`config.mk`:
```
export PLATFORM = sky130hd
export DESIGN_NAME = pwm_duty_ramp
export DESIGN_NICKNAME = d
export VERILOG_FILES = /design/src/rtl/pwm_duty_ramp.sv
export SDC_FILE = /design/constraint.sdc
export NUM_CORES = 1
export LEC_CHECK = 0
export CORE_MARGIN = 5
export CORE_UTILIZATION = 51
export DETAILED_ROUTE_END_ITERATION = 6
export PLACE_DENSITY = 0.77
export SYNTH_ARGS = -nofsm -noshare
export SYNTH_HDL_FRONTEND = slang
export SYNTH_SLANG_ARGS = --single-unit
```
`constraint.sdc`:
```
create_clock -name clk -period 4.7 [get_ports clk]
set_clock_uncertainty 0.2 [all_clocks]
set_input_delay 0.94 -clock clk [delete_from_list [all_inputs] [get_ports clk]]
set_output_delay 0.94 -clock clk [all_outputs]
set_load 0.02 [all_outputs]
```
`src/rtl/pwm_duty_ramp.sv`:
```
// Duty-cycle slew front end for the PWM core: accepts target duties and moves
// the duty output toward them only at PWM period boundaries.
module pwm_duty_ramp #(
  parameter int WIDTH  = 8,
  parameter int STEP_W = 4
) (
  input  logic              clk,
  input  logic              rst,
  input  logic              enable,
  input  logic              tgt_valid,
  output logic              tgt_ready,
  input  logic [WIDTH-1:0]  tgt_duty,
  input  logic [STEP_W-1:0] step,
  input  logic              ramp_en,
  output logic [WIDTH-1:0]  duty,
  output logic              busy,
  output logic              period_start
);

  // Handshake: a transfer happens on any rising clk edge with tgt_valid=1;
  // tgt_ready is 1 whenever reset is not asserted, so the source never stalls.

  typedef enum logic {IDLE = 1'b0, RAMP = 1'b1} state_t;

  localparam logic [WIDTH-1:0] CNT_MAX = '1;

  state_t             state;
  logic [WIDTH-1:0]   cnt;
  logic [WIDTH-1:0]   target_q;

  logic               boundary;
  logic signed [WIDTH:0] diff;
  logic [WIDTH:0]     mag;
  logic [STEP_W-1:0]  eff_step;
  logic [WIDTH:0]     step_ext;
  logic [WIDTH-1:0]   ramp_duty;
  logic [WIDTH-1:0]   duty_nxt;
  logic [WIDTH-1:0]   target_nxt;

  assign tgt_ready = ~rst;
  assign busy      = (state == RAMP);

  // Boundary mirrors the PWM core's wrap, so a new duty takes effect at count 0.
  assign boundary = enable && (cnt == CNT_MAX);

  assign diff     = $signed({1'b0, target_q}) - $signed({1'b0, duty});
  assign mag      = diff[WIDTH] ? $unsigned(-diff) : $unsigned(diff);
  assign eff_step = (step == '0) ? STEP_W'(1) : step;
  assign step_ext = {{(WIDTH + 1 - STEP_W){1'b0}}, eff_step};

  always_comb begin
    ramp_duty = duty;
    if (!ramp_en || (mag <= step_ext)) begin
      ramp_duty = target_q;
    end else if (diff[WIDTH]) begin
      ramp_duty = duty - step_ext[WIDTH-1:0];
    end else begin
      ramp_duty = duty + step_ext[WIDTH-1:0];
    end
  end

  // The boundary update uses the old target; a same-edge transfer only
  // affects the stored target and the next-state comparison.
  always_comb begin
    target_nxt = tgt_valid ? tgt_duty : target_q;
    duty_nxt   = duty;
    if (!enable) begin
      duty_nxt = target_nxt;
    end else if (boundary && (state == RAMP)) begin
      duty_nxt = ramp_duty;
    end
  end

  always_ff @(posedge clk or posedge rst) begin
    if (rst) begin
      state        <= IDLE;
      cnt          <= '0;
      target_q     <= '0;
      duty         <= '0;
      period_start <= 1'b0;
    end else begin
      cnt          <= enable ? cnt + 1'b1 : '0;
      period_start <= boundary;
      target_q     <= target_nxt;
      duty         <= duty_nxt;
      state        <= (duty_nxt != target_nxt) ? RAMP : IDLE;
    end
  end

endmodule

```
==> results of run 1 <==
## worst min-delay path by stage
| stage | depth (start not counted) | end | start |
|---|---|---|---|
| CTS | 1 | cnt[0]$_DFF_PP0_ | cnt[0]$_DFF_PP0_ |
| floorplan | 1 | cnt[0]$_DFF_PP0_ | cnt[0]$_DFF_PP0_ |
| global placement | 1 | cnt[0]$_DFF_PP0_ | cnt[0]$_DFF_PP0_ |
| global route | 1 | cnt[0]$_DFF_PP0_ | cnt[0]$_DFF_PP0_ |
| finish | 1 | cnt[0]$_DFF_PP0_ | cnt[0]$_DFF_PP0_ |
| detailed placement | 1 | cnt[0]$_DFF_PP0_ | cnt[0]$_DFF_PP0_ |
## registers in the layout, indices dropped and copies added (netlist names)
| signal | flops |
|---|---|
| busy | 1 |
| cnt | 8 |
| duty | 8 |
| period_start | 1 |
| target_q | 8 |
## power by group
| part | switching, uW | internal (uW) |
|---|---|---|
| clock network | 71.8 | 114 |
| registers | 21.1 | 241 |
| logic | 354 | 335 |
## per-stage QoR
step           hold WS [ps]  power [uW]
3_5_place_dp            275         876
6_report                285        1140
2_1_floorplan           246         670
4_1_cts                 289        1090
3_3_place_gp            266         861
5_1_grt                 316        1230
## Yosys cell counts, drive strengths merged (2+ instances only)
master   count
nor2        28
and2         2
a31oi        2
dfrtp       26
inv         27
or2          2
fa           2
o21ai       18
o211ai       6
a21o         7
o21a         3
a211oi       2
nand2b       3
nor2b        5
ha          23
xnor2       11
buf          3
xor2         8
o31ai        2
a41oi        4
nor3         6
nand3       13
nand3b       2
a21oi       13
mux2i        6
mux2         2
and3         5
clkbuf       6
and4         3
nand2       24
o2111ai      4
## logic make-up after synthesis
| logic type | Yosys count |
|---|---|
| AO/OA/AOI/OAI | 76 |
| flip-flops | 26 |
| adder cells (fa/ha/maj) | 25 |
| multiplexers | 8 |
| XOR/XNOR | 19 |
| AND/OR/NAND/NOR | 99 |
| buffers and inverters | 37 |
## area by class of cell
type                    instances  area [sq um]  share of cell area [%]
flip-flops and latches         26           651                    20.8
clock inverters                 1          30.0                   0.962
multi-input cells             227          1710                    54.6
clock buffers                   3          41.3                    1.32
repair buffers                 59           523                    16.7
inverters                      28           105                    3.37
well taps                      54          67.6                    2.16
## what timing repair did
action / CTS / global route
setup endpoints to repair: 1 / 1
buffers inserted: 1 / 5
gates cloned: 0 / 0
gates resized for setup: 5 / 16
pin swaps: 5 / 13
## metal layers
layer	up-vias	part of all wire [%]	global-route usage (%)
met5	-	0	0
met4	0	2.7	6.12
met3	18	6.0	1.61
met2	90	50	38.8
met1	1134	41	28.1
li1	1148	-	-
==> results.md, run 1 <==
- Cts bufs inserted: 3
- Compound-Gate Fraction of Synth Area: 22.6%
- Syn Area/Cell: between 8 and 9 sq um
- Slew at the pin closest to its max-slew limit: 624 ps
- Worst setup slack before clock tree synthesis: -141 ps
- Pwr/cell area: around 360 nW/um^2
- CP Data Required Time: ~4700 ps
- R2R depth: 21
- CP Class: input pin to flip-flop
- Leading cell type in the layout, fill and taps excluded: sky130_fd_sc_hd__buf_4
- 1st-pass router iterations: 5
- Final Max Tran Viols: 0
- Clock slew seen by the registers of the worst setup and hold paths: 90 ps
- Main combinational cell family by area after synthesis: compound AO/OA/AOI/OAI gates
- Post-synthesis sequential element count: 26
- Kind of cell adding the most delay to the critical path: compound AO/OA/AOI/OAI gates
- Share of the clock period used by the worst path: 97.6%
- Worst Setup Slack, final: approximately 110 ps
- Clock insertion delay at the later pin of the skew report: 270 ps
- Final setup violation count: 0
- Area of the core: 4660 sq um
- Ys flop type: sky130_fd_sc_hd__dfrtp_1
- Die height: 78.7 microns
- DR WL/cell: about 17 microns
- Maxcap violations: 0
- Share of synthesized area spent on multiplexers: under 10%
- Share of synthesized flip-flops with an asynchronous set or reset: 100%
- Placement Rows: 25
- Post-route design area: between 3000 and 4000 sq um
- Layout cells sized above 1: 17.4%
- Count of hold buffers inserted by post-cts repair: 0
- Leakage power total: around 0.0014 uW
- Number of remaining DRC errors: 0
- Fraction of the mapped netlist area in simple logic gates: between 20% and 30%
- Top post-synthesis cells by area: sky130_fd_sc_hd__dfrtp_1, sky130_fd_sc_hd__ha_1, sky130_fd_sc_hd__inv_1
- Critical path capture point: busy$_DFF_PP0_
- Cell-by-cell listing of the critical path: clkdlybuf4s50_1 -> nor3_1 -> or2_2 -> inv_1 -> ha_1 -> a21o_1 -> inv_2 -> ha_4 -> nor2b_4 -> o211ai_1 -> a31oi_1 -> o21a_1 -> o21ai_1 -> nand2b_1 -> xnor2_2 -> a41oi_2 -> buf_4 -> o2111ai_2 -> or4_1
- Vias post-DR: about 2400
- # nets final: 387
- DR iter-0 viols: between 200 and 250
- Total length of routed wires: 6600 microns
- N_diodes: 0
- Sequential element share of the synthesized area: approximately 27%
- Total Die Area: roughly 6200 sq um
- Synth Cell Area: 2410 sq um
- Critical path fanouts, max: 3
- Origin of the worst setup path: step[1]
- CP Buf/Inv Count: 4
- Unrepaired setup endpoints after global routing: yes
- Vias in the first global route: 2327
- Clk sink count: 26
- Count of mapped cells out of synthesis: 290
- Post-synthesis to final-layout area growth: 29.8%
- IO Pins: 28
- Peak ir drop on the vdd network: 0.000200 V
- Arrival time at the worst endpoint: roughly 4500 ps
- Overall track demand over capacity in global routing: 21.7%
- Post-route antenna net violation count: 0
- Minimum setup slack among reg-to-reg paths: 140 ps
- CTS tree: built
- Yosys top cell area share: between 20% and 30%
- Critical path launch point type: input pin
- Final total negative setup slack: 0 ps
- Post-synth cell types: 58
- Die extent in x: between 70 and 80 microns
- Number of antenna violations at the first check in global routing: 0
- Number of buffers on the longest clock path: 2
- Post-synth top area cell: sky130_fd_sc_hd__dfrtp_1
- Most frequent cells in the layout: sky130_fd_sc_hd__buf_4, sky130_fd_sc_hd__clkdlybuf4s50_1, sky130_fd_sc_hd__nor2_1, sky130_fd_sc_hd__dfrtp_1, sky130_fd_sc_hd__inv_1
- Worst flop-to-flop path endpoint: busy$_DFF_PP0_
- Hold Vio Cnt, Final: 0
- Post-detail-place hpwl: 4990 microns
- Number of nets in the synthesized netlist: approximately 330
- Port Buffer Count: 27
- Area after DPL: between 2000 and 3000 sq um
- Starting Density: 51.6%
- Final min period: 4590 ps
- Max H-tree Level: 1
- Largest net degree at the start of global routing: 27
- Finished Core Util: roughly two thirds
- Number of enable flip-flop cells after synthesis: 0
- Adder-Cell Fraction of Synth Area: a little over an eighth
- Category of the worst setup path capture point: flip-flop
- Via density per instance: 6.01
- Achievable clock frequency: around 0.22 GHz
- Start of the worst register-to-register path: duty[0]$_DFF_PP0_
- Total congestion overflow after global routing: 0
- Tightest slew margin relative to the limit: between 50% and 60%
- Number of logic stages on the critical path including buffering: 19
- Routability congestion estimate from global placement: between 0.9 and 1
- Delay contributed by the slowest stage of the critical path: approximately 530 ps
- Cell Count Post-Placement: between 300 and 400
- Hold/Removal Path Class: flip-flop to flip-flop
- Count of placed standard cells in the final layout, fillers left out: 398
- Critical-path cell with the highest stage delay: sky130_fd_sc_hd__or4_1
- Run status: finished, final reports clean
- Xor-xnor portion of the synthesized cell area: 6.92%
- Root buffer selected by CTS: sky130_fd_sc_hd__clkbuf_8
- Warning count from the yosys run: 0
- Wire length of the first global-routing pass: 10700 microns
- Filler cells: 380
Note: power is estimated with default switching activity, not from simulation.
==> run 2, diff against run 1 <==
Settings changed: CAP_MARGIN set to 15, SLEW_MARGIN set to 25.
==> results of run 2 <==
No change in the layout: final DEF, timing and power equal those of run 1.
==> patch (settings of run 2) <==
`STEP_W`: 4 -> 6.
--- a/src/rtl/pwm_duty_ramp.sv
+++ b/src/rtl/pwm_duty_ramp.sv
@@ -3,5 +3,5 @@
 module pwm_duty_ramp #(
   parameter int WIDTH  = 8,
-  parameter int STEP_W = 4
+  parameter int STEP_W = 6
 ) (
   input  logic              clk,
Interface: changed (resized step); port bits go from 28 to 30. The function was not compared with the original's and may differ.
==> patch against run 2 <==
Sequential cell count unchanged; area after synthesis is 3.0% higher; worst setup slack got worse by 0.090 ns; synthesized cell count down 2.1%; non-clock buffer count grew 21; total power increased by 23%; register-to-register slack worse by 0.10 ns; first-iteration DRC count shrank 44%; design area increased by 10%; via count down 0.67%; routed wire length increased by 3.6%; sequential share of layout area is 1.9 points lower; global-route usage up 0.98 points; critical path type unchanged; critical endpoint unchanged; largest power group unchanged; highest routed layer unchanged.
==> patch: results (changes against run 2) <==
status=finished, final reports clean (unchanged); Cell variety after synth=53 (was 58); Synth area leaders=dfrtp_1, ha_1, xnor2_1 (was dfrtp_1, ha_1, inv_1); Data arrival, critical path=4.63 ns (was 4.54 ns); largest vdd supply drop=367 µV (was 200 µV); maximum clock frequency=0.214 GHz (was 0.218 GHz); worst-margin pin slew=0.576 ns (was 0.624 ns); Synth warnings=0 (unchanged); placed cell areas=3140 µm² (was 2920 µm²); die width=79.7 µm (was 78.7 µm); top cells by count, synth=dfrtp_1, inv_1, ha_1 (was inv_1, nor2_1, dfrtp_1); ant diodes=0 (unchanged); clock tree root driver cell=clkbuf_8 (unchanged); Mapped Nets=329 (was 332); first-pass GRT wire length=11400 µm (was 10700 µm); worst hold margin=0.293 ns (was 0.285 ns); Clock Latency Late Sink=0.27 ns (about the same); CTS-repair resized insts=26 (was 5); Synth Area in XOR/XNOR=9.19% (was 6.92%); gpl congestion=0.878 (was 0.936); area fraction in compound gates after synthesis=20.1% (was 22.6%); CTS Buf Count=3 (unchanged); maximum root-to-sink buffer count=2 (unchanged); HPWL after detailed placement=5070 µm (was 4990 µm); synthesized-area fraction occupied by adder cells=13.7% (was 13.6%); sequential-to-total area share from yosys stat=26.3% (was 27.0%); GRT Overall Usage=22.7% (was 21.7%); initial antenna violation count=0 (unchanged); Max H-tree Level=1 (unchanged); mux share of post-synthesis cell area=8.08% (was 3.43%); routed len/inst=16.0 µm (was 16.6 µm); P_leak=1.62 nW (was 1.44 nW); vias per cell=5.56 (was 6.01); drt first-iter violations=120 (was 216); postcts setup bufs=6 (was 1); first drt pass iteration count=4 (was 5); Syn Inst Count=284 (was 290); largest net degree at the start of global routing=28 (was 27); # port buffers=29 (was 27); CTS Hold Buffers Added=0 (unchanged); final-stage net count=406 (was 387); CP Max Fanout=2 (was 3); fillcell total=323 (was 380); setup slack, reg-to-reg=0.04 ns (was 0.14 ns); Clk pin slew, worst setup/hold paths=0.09 ns (about the same); pre-CTS WS=-0.250 ns (was -0.141 ns); layout cell share with drive strength beyond 1=26.1% (was 17.4%); via count=2374 (was 2390); internal power=0.842 mW (was 0.690 mW); Top FF cell, synth=dfrtp_1 (unchanged); Logic power comb=0.955 mW (was 0.689 mW); total power=1.40 mW (was 1.14 mW)
[patch: changes by cell type in the layout (fill, tap and decap cells not counted), sizes merged, moves of 4 or more]
cell,change
buf,+19
mux2i,+8
xnor2,+6
o211ai,-4
and2,+6
nor2,-8
a41oi,-4
and3,-4
o221ai,+4
nand2,-4
[patch: layout make-up]
type                            count  share of cell area [%]
Multi-Input combinational cell    224                    53.6
Timing Repair Buffer               80                    20.2
Sequential cell                    26                    18.9
Inverter                           26                    2.83
Tap cell                           67                    2.43
Clock buffer                        3                    1.20
Clock inverter                      1                   0.871
[patch: metal layers]
metal / global-route usage, % / wire length [µm]
met4: 5.15 / 87
met1: 27.7 / 2840
met3: 2.26 / 315
met2: 42.6 / 3590
met5: 0 / 0
[patch: path summary, 6_finish.rpt]
path	from	end	depth (start not counted)
max in group asynchronous	rst	duty[0]	3
max	step[3]	busy	21
max reg2reg	duty[0]	busy	19
min	cnt[0]	cnt[0]	1
min in group asynchronous	rst	cnt[4]	3
min reg2reg	cnt[0]	cnt[0]	1
[patch: critical path, stage by stage]
cell and delay (ns):
clkdlybuf4s50_1 0.41, inv_2 0.07, nand4_1 0.13, nor2_2 0.16, nor2_2 0.06, ha_1 0.27, nand2_1 0.05, o21ai_2 0.07
inv_1 0.06, ha_1 0.26, nor2b_1 0.14, o21ai_2 0.18, a21boi_2 0.08, o21ai_1 0.17, nor2b_4 0.20, xnor2_2 0.14
nand2_1 0.07, mux2_4 0.30, a22o_1 0.23, a2111o_1 0.28, a2111o_1 0.37
[patch: stage by stage]
stage | util [%] | TNS, ns
floorplan | - | 0
global placement | 66.5 | -0.0914
detailed placement | 66.5 | -0.250
CTS | 71.8 | 0
global route | 73.0 | -0.170
finish | 73.0 | 0
